$ cat src/rtl/picorv_print_fifo_if.sv
// rtl/picorv_print_fifo_if.sv - picorv32 snoop bus and character output stream bundle
interface picorv_print_fifo_if #(
  parameter int NUM_CHAN = 4,
  localparam int CW = (NUM_CHAN > 1) ? $clog2(NUM_CHAN) : 1
);
  logic          mem_valid;
  logic          mem_ready;
  logic [31:0]   mem_addr;
  logic [31:0]   mem_wdata;
  logic [3:0]    mem_wstrb;
  logic          out_valid;
  logic          out_ready;
  logic [CW-1:0] out_chan;
  logic [7:0]    out_data;
  logic          out_eol;

  modport master (
    output mem_valid, mem_ready, mem_addr, mem_wdata, mem_wstrb, out_ready,
    input  out_valid, out_chan, out_data, out_eol
  );

  modport slave (
    input  mem_valid, mem_ready, mem_addr, mem_wdata, mem_wstrb, out_ready,
    output out_valid, out_chan, out_data, out_eol
  );
endinterface

$ cat src/rtl/picorv_print_fifo.sv
// rtl/picorv_print_fifo.sv - multi-channel console capture FIFO snooping the picorv32 bus
module picorv_print_fifo #(
  parameter logic [31:0] BASE_ADDR = 32'h1000_0000,
  parameter int          NUM_CHAN  = 4,
  parameter int          DEPTH     = 16,
  localparam int         CW        = (NUM_CHAN > 1) ? $clog2(NUM_CHAN) : 1,
  localparam int         AW        = $clog2(DEPTH)
) (
  input  logic                 clk,
  input  logic                 reset,
  picorv_print_fifo_if.slave   bus,
  output logic [AW:0]          fill_level,
  output logic                 overflow,
  output logic [15:0]          drop_count,
  input  logic                 clear_stats
);

  logic [CW+7:0] fifo_mem [DEPTH];
  logic [AW-1:0] wr_ptr;
  logic [AW-1:0] rd_ptr;
  logic [AW:0]   count;
  logic [CW-1:0] hit_chan;
  logic          hit;
  logic          empty;
  logic          full;
  logic          pop;
  logic          push_ok;
  logic          drop;
  logic [CW+7:0] head;
  logic          unused_bits;

  assign unused_bits = ^{bus.mem_wdata[31:8], bus.mem_addr[1:0], bus.mem_wstrb[3:1]};

  // BASE_ADDR alignment lets the window be decoded as tag match plus index range check
  assign hit_chan = bus.mem_addr[2+CW-1:2];
  assign hit = bus.mem_valid && bus.mem_ready && bus.mem_wstrb[0]
            && (bus.mem_addr[31:2+CW] == BASE_ADDR[31:2+CW])
            && ({1'b0, hit_chan} < (CW+1)'(NUM_CHAN));

  assign empty   = (count == '0);
  assign full    = (count == (AW+1)'(DEPTH));
  assign pop     = !empty && bus.out_ready;
  assign push_ok = hit && (!full || pop) && !reset;
  assign drop    = hit && full && !pop;

  always_ff @(posedge clk) begin
    if (push_ok) begin
      fifo_mem[wr_ptr] <= {hit_chan, bus.mem_wdata[7:0]};
    end
  end

  always_ff @(posedge clk) begin
    if (reset) begin
      wr_ptr <= '0;
      rd_ptr <= '0;
      count  <= '0;
    end else begin
      if (push_ok) wr_ptr <= wr_ptr + 1'b1;
      if (pop)     rd_ptr <= rd_ptr + 1'b1;
      case ({push_ok, pop})
        2'b10:   count <= count + 1'b1;
        2'b01:   count <= count - 1'b1;
        default: count <= count;
      endcase
    end
  end

  // A drop wins over a coincident clear so the lost character is still reported
  always_ff @(posedge clk) begin
    if (reset) begin
      overflow   <= 1'b0;
      drop_count <= '0;
    end else if (drop) begin
      overflow <= 1'b1;
      if (clear_stats)                drop_count <= 16'd1;
      else if (drop_count != 16'hFFFF) drop_count <= drop_count + 16'd1;
    end else if (clear_stats) begin
      overflow   <= 1'b0;
      drop_count <= '0;
    end
  end

  assign head          = fifo_mem[rd_ptr];
  assign bus.out_valid = !empty;
  assign bus.out_chan  = empty ? '0 : head[CW+7:8];
  assign bus.out_data  = empty ? '0 : head[7:0];
  assign bus.out_eol   = !empty && (head[7:0] == 8'h0A);
  assign fill_level    = count;

endmodule

$ cat src/flat_wrapper.sv
// flat-port wrapper written by rule: the top's interface ports become plain ports
module picorv_print_fifo_flat 
#(
  parameter logic [31:0] BASE_ADDR = 32'h1000_0000,
  parameter int          NUM_CHAN  = 4,
  parameter int          DEPTH     = 16,
  localparam int         CW        = (NUM_CHAN > 1) ? $clog2(NUM_CHAN) : 1,
  localparam int         AW        = $clog2(DEPTH)
)
  (clk, reset, fill_level, overflow, drop_count, clear_stats, bus_mem_valid, bus_mem_ready, bus_mem_addr, bus_mem_wdata, bus_mem_wstrb, bus_out_ready, bus_out_valid, bus_out_chan, bus_out_data, bus_out_eol);
  picorv_print_fifo_if #(.NUM_CHAN(NUM_CHAN)) bus_i ();
  input  logic clk;
  input  logic reset;
  output logic [AW:0] fill_level;
  output logic overflow;
  output logic [15:0] drop_count;
  input  logic clear_stats;
  input wire logic [$bits(bus_i.mem_valid)-1:0] bus_mem_valid;
  input wire logic [$bits(bus_i.mem_ready)-1:0] bus_mem_ready;
  input wire logic [$bits(bus_i.mem_addr)-1:0] bus_mem_addr;
  input wire logic [$bits(bus_i.mem_wdata)-1:0] bus_mem_wdata;
  input wire logic [$bits(bus_i.mem_wstrb)-1:0] bus_mem_wstrb;
  input wire logic [$bits(bus_i.out_ready)-1:0] bus_out_ready;
  output wire logic [$bits(bus_i.out_valid)-1:0] bus_out_valid;
  output wire logic [$bits(bus_i.out_chan)-1:0] bus_out_chan;
  output wire logic [$bits(bus_i.out_data)-1:0] bus_out_data;
  output wire logic [$bits(bus_i.out_eol)-1:0] bus_out_eol;
  assign bus_i.mem_valid = bus_mem_valid;
  assign bus_i.mem_ready = bus_mem_ready;
  assign bus_i.mem_addr = bus_mem_addr;
  assign bus_i.mem_wdata = bus_mem_wdata;
  assign bus_i.mem_wstrb = bus_mem_wstrb;
  assign bus_i.out_ready = bus_out_ready;
  assign bus_out_valid = bus_i.out_valid;
  assign bus_out_chan = bus_i.out_chan;
  assign bus_out_data = bus_i.out_data;
  assign bus_out_eol = bus_i.out_eol;
  picorv_print_fifo #(.BASE_ADDR(BASE_ADDR), .NUM_CHAN(NUM_CHAN), .DEPTH(DEPTH)) u_core (.clk(clk), .reset(reset), .bus(bus_i), .fill_level(fill_level), .overflow(overflow), .drop_count(drop_count), .clear_stats(clear_stats));
endmodule
$ cat config.mk
export PLATFORM = sky130hd
export DESIGN_NAME = picorv_print_fifo_flat
export DESIGN_NICKNAME = d
export VERILOG_FILES = /design/src/rtl/picorv_print_fifo_if.sv /design/src/rtl/picorv_print_fifo.sv /design/src/flat_wrapper.sv
export SDC_FILE = /design/constraint.sdc
export NUM_CORES = 1
export LEC_CHECK = 0
export ABC_AREA = 1
export BUFFER_PORTS_ARGS = -buffer_cell sky130_fd_sc_hd__buf_2
export CORE_ASPECT_RATIO = 2
export CORE_MARGIN = 1
export CORE_UTILIZATION = 35
export DETAILED_ROUTE_END_ITERATION = 10
export SYNTH_ARGS = -nofsm -noshare
export SYNTH_HDL_FRONTEND = slang
export SYNTH_SLANG_ARGS = --single-unit
$ cat constraint.sdc
create_clock -name clk -period 3.3 [get_ports clk]
set_input_delay 0.33 -clock clk [delete_from_list [all_inputs] [get_ports clk]]
set_output_delay 0.33 -clock clk [all_outputs]
set_load 0.05 [all_outputs]
==> Word-level counts from Yosys, hierarchy flattened <==
Memories as Yosys holds them, arrays and structs flattened. A register that Yosys moved wholly into a read port is not among the register bits.
Cells that the tools add are included.
{ "classes": {"n_div": 0, "n_bitwise": 0, "shift": 0, "order_cmp": 0, "n_mul": 0, "addsub": 5, "n_eq_ne": 6, "muxes": 13, "reduce_logical": 19} }
{ "ops": {"columns": ["cell", "count"], "rows": [
  ["$mux W16", 4],
  ["$eq A28 B25 Y1 const B", 1],
  ["$add A16 B1 Y16 const B", 1],
  ["$ne A16 B16 Y1 const B", 1],
  ["$pmux W5 S2", 1],
  ["$logic_and A1 B1 Y1", 9],
  ["$add A4 B1 Y4 const B", 2],
  ["$eq A8 B4 Y1 const B", 1],
  ["$mux W4", 2],
  ["$mux W8", 1],
  ["$reduce_bool A2 Y1", 3],
  ["$add A5 B1 Y5 const B", 1],
  ["$eq A5 B5 Y1 const B", 1],
  ["$logic_not A5 Y1", 1],
  ["$sub A5 B1 Y5 const B", 1],
  ["$logic_not A1 Y1", 4],
  ["$mux W1", 4],
  ["$eq A2 B1 Y1 const B", 1],
  ["$eq A2 B2 Y1 const B", 1],
  ["$mux W2", 1],
  ["$reduce_and A2 Y1", 1],
  ["$logic_or A1 B1 Y1", 1]
]} }
{ "word_totals": {"latchBits": 0, "mem_count": 1, "ramBits": 160, "reg_bits": 30, "in_bits": 74, "mem_bits_ro": 0} }
{ "mem_list": {"columns": ["name", "words", "word_bits", "rd", "rd_ports_with_merged_regs", "write_ports", "line_no", "text"], "rows": [
  ["u_core.fifo_mem", 16, 10, 1, 1, 1, "picorv_print_fifo.sv:18", "logic [CW+7:0] fifo_mem [DEPTH];"]
]} }

==> Depth between registers and ports, before layout <==
{ "depth": {"ltp_word": 8, "depth_mapped": 19} }

==> Least setup slack after synthesis <==
Ideal clock, no wire load.
{ "synth_timing": {"path_type": "register -> output", "startpoint": "reg u_core.count[1] (netlist: u_core.fill_level[1])", "endpoint": "out bus_out_eol", "path_slack_ns": -0.414, "t_required_ns": 2.970, "t_arrival_ns": 3.384, "path_stages_with_launch": 7, "cell_sequence": "dfxtp_1 inv_1 nand4_1 clkinv_1 a21oi_1 nand3_1 nor2_1"} }
{ "synth_via": {"elab_chain_len": 3} }
{ "synth_rtl": {"columns": ["element", "line_no", "text"], "rows": [
  ["from (decl)", "picorv_print_fifo.sv:21", "logic [AW:0] count;"],
  ["from (signal assigned)", "picorv_print_fifo.sv:61", "2'b10: count <= count + 1'b1;"],
  ["from (signal assigned)", "picorv_print_fifo.sv:62", "2'b01: count <= count - 1'b1;"],
  ["from (signal assigned)", "picorv_print_fifo.sv:63", "default: count <= count;"],
  ["$logic_not A5 Y1", "picorv_print_fifo.sv:40", "assign empty = (count == '0);"],
  ["$logic_not A1 Y1", null, null],
  ["named net bus_out_valid", "flat_wrapper.sv:24", "output wire logic [$bits(bus_i.out_valid)-1:0] bus_out_valid;"],
  ["$logic_and A1 B1 Y1", "picorv_print_fifo.sv:87", "assign bus.out_eol = !empty && (head[7:0] == 8'h0A);"],
  ["to (decl)", "flat_wrapper.sv:27", "output wire logic [$bits(bus_i.out_eol)-1:0] bus_out_eol;"]
]} }
The timed path passes the listed nets, and every way through them passes these cells.

==> results.toml <==
[outcome]
outcome = "completed"

[cells_and_area]
multi_input_area_um2 = 2890
drive_above_1_share = 0.164
fin_util = 0.415
final_common_cell = "nor2_1"
nFillCells = 2464
antenna_cells = 0
fin_cells = 1330
area_growth_pct = 15.9
layout_common_cells = "181 x nor2_1, 160 x edfxtp_1, 157 x nand2_1"
num-nets-final = 1068
seqCellArea_um2 = 5490

[drt]
vias = 6632
routed_via_density = 4.99
initialDrtViolationCount = 419
drcViolationCount = 0
firstDrtPassIters = 4
postRouteAntennaNets = 0
routed_wl_mm = 22.2
wl_per_cell_um = 16.7

[setup_path]
slowest_stage = "inv_2"
critPathRequiredTime_ps = 2970
crit_fanout = 25
worstPathCellList = "inv_2 > buf_12 > buf_4 > nor2_1 > nor2_1 > o21ai_0 > o211ai_1 > nand3_1 > a21oi_1 > buf_2"
cp.buffers_inverters = 4
crit_type = "reg2out"
cp-start-kind = "flip-flop"
path_common_cell = "nor2_1"
critPathTopFamily = "buffers and inverters"
cp.arrival_ps = 2640
slowest_delay_ps = 350
critPathCaptureType = "output port"

[floorplan]
fp.coreArea_um2 = 24500
die_h_um = 226
fp.dieW_um = 114
fp-row-count = 81
ioPinCount = 108
dieArea_um2 = 25800
initial_utilization = 0.358

[pwr]
cellLeakagePower_nw = 3.77
power_density_nw_per_um2 = 683
irDropWorstVdd_uv = 453

[grt]
antenna_found_initial = 0
grt_util_all_layers = 0.180
grt_pass1_vias = 6493
grt_max_degree = 94
grt_overflow_total = 0
grt_pass1_wl_mm = 34.2

[cts]
cts_tree = "built"
clock-root-buffer = "clkbuf_16"
clkLatencyLatePin_ps = 440
cts.clk_slew.worst_paths_ps = 70
cts_made_buffers = 17
postCtsSetupBuffers = 0
cts.sinks = 194
cts_buffer_depth = 2
h-tree-depth = 4

[timing]
max_clock_freq_ghz = 0.337
setup_violations = 0
slew_violations = 0
tightest_slew_ps = 568
finalCritPeriodShare = 0.900
layout_setup_ws_ps = 330
hold_viol = 0
relSlewSlack = 0.621
tns_ps = 0
finalCriticalPeriod_ps = 2970
rsz0062_at_grt = "false"
final.setup_skew_ps = 7.81

[synth]
synthesis.nets = 980
yosys.area_share.xor_xnor = 0.0110
synth_fa_ha_area_frac = 0.0128
synth_mux_area_frac = 0
synth_edf_count = 160
syn_inst = 897
yosysSeqAreaShare = 0.624
synth_compound_area_frac = 0.0910
synth.avg_cell_area_um2 = 9.79
synth-simple-area-share = 0.212
synth-seq-cells = 194
syn_area_um2 = 8790
synth_top_family_by_area = "simple AND/OR/NAND/NOR gates"
synth_warnings = 0
synthFlopType = "edfxtp_1"
synthArstFlopShare = 0
netlist-cell-type-count = 36

[placed_design]
dp.cells = 1298
portBuffers = 78
dp_hpwl_mm = 15.0
place_congestion = 0.889
pre_cts_slack_ps = 231

[job]
maxCapViolCount = 0

[min_path]
hold_class = "in2reg"
==> power breakdown <==
part | internal (mW) | switching (mW)
clock network | 0.977 | 0.909
registers | 2.69 | 0.0522
logic | 0.620 | 1.70
total | 4.29 | 2.66
==> cell usage after synthesis (3+ instances only) <==
master	n	share of area
nor2_1	182	0.078
edfxtp_1	160	0.55
nand2_1	157	0.067
nand3_1	74	0.042
o21ai_0	68	0.039
inv_1	59	0.025
dfxtp_1	34	0.077
a21oi_1	29	0.017
clkbuf_1	18	0.0077
o211ai_1	18	0.015
buf_2	12	0.0068
ha_1	9	0.013
nand4_1	9	0.0064
xor2_1	9	0.0090
nand2_2	8	0.0057
a21oi_2	6	0.0060
o221ai_1	6	0.0060
buf_4	5	0.0043
nor3_1	5	0.0028
inv_2	4	0.0017
o22ai_1	4	0.0028
nor2_2	3	0.0021
o21bai_1	3	0.0026
==> repair_timing <==
| item | in CTS | in global routing |
|---|---|---|
| setup endpoints to repair | 0 | 1 |
| resized for setup | 0 | 1 |
| hold buffers | 0 | 0 |
==> layer usage <==
metal,vias up,part of all wire,track usage,wire (um)
met5,-,0,0,0
li1,3244,-,-,-
met3,36,0.039,0.0352,857
met2,192,0.57,0.348,12600
met4,0,0.029,0.0838,647
met1,3160,0.36,0.179,8080
==> logic make-up (layout without fill, tap and decap cells) <==
group / Yosys count / count (layout)
simple gates: 445 / 445
flops: 194 / 194
compound gates: 138 / 138
buf+inv: 100 / 201
xor+xnor: 11 / 11
fa+ha+maj: 9 / 9
==> final timing paths <==
check                                    startpoint                                end  slack [ps]  cells past startpoint
setup reg to reg  u_core.fill_level[0]$_SDFFE_PP0P_  u_core.fill_level[4]$_SDFFE_PP0P_         380                     18
hold / removal                     bus_mem_wdata[1]    u_core.fifo_mem[9][1]$_DFFE_PP_         290                      1
hold reg to reg       u_core.rd_ptr[3]$_SDFFE_PP0N_      u_core.rd_ptr[3]$_SDFFE_PP0N_         470                      2
setup / recovery                          flip-flop                    bus_out_data[1]         330                     10
==> per-stage QoR <==
step	power, mW	cell area [um^2]	hold slack [ps]
after floorplan	4.47	8790	429
after global placement	5.11	9650	455
after detailed placement	5.13	9650	461
after CTS	7.02	10200	264
after global routing	7.30	10200	281
final	6.95	10200	285
==> layout make-up <==
type	count	area share
well taps	332	0.0408
repair buffers	105	0.0607
inverters	64	0.0236
flip-flops and latches	194	0.539
multi-input cells	603	0.284
clock buffers	19	0.0425
clock inverters	13	0.00995
==> state kept, by name, indices dropped and copies added (netlist names), named ones only <==
| register | count |
|---|---|
| u_core.drop_count | 16 |
| u_core.fifo_mem | 160 |
| u_core.fill_level | 5 |
| u_core.overflow | 1 |
| u_core.rd_ptr | 4 |
| u_core.wr_ptr | 4 |
Note: power is estimated with default switching activity, not from simulation.
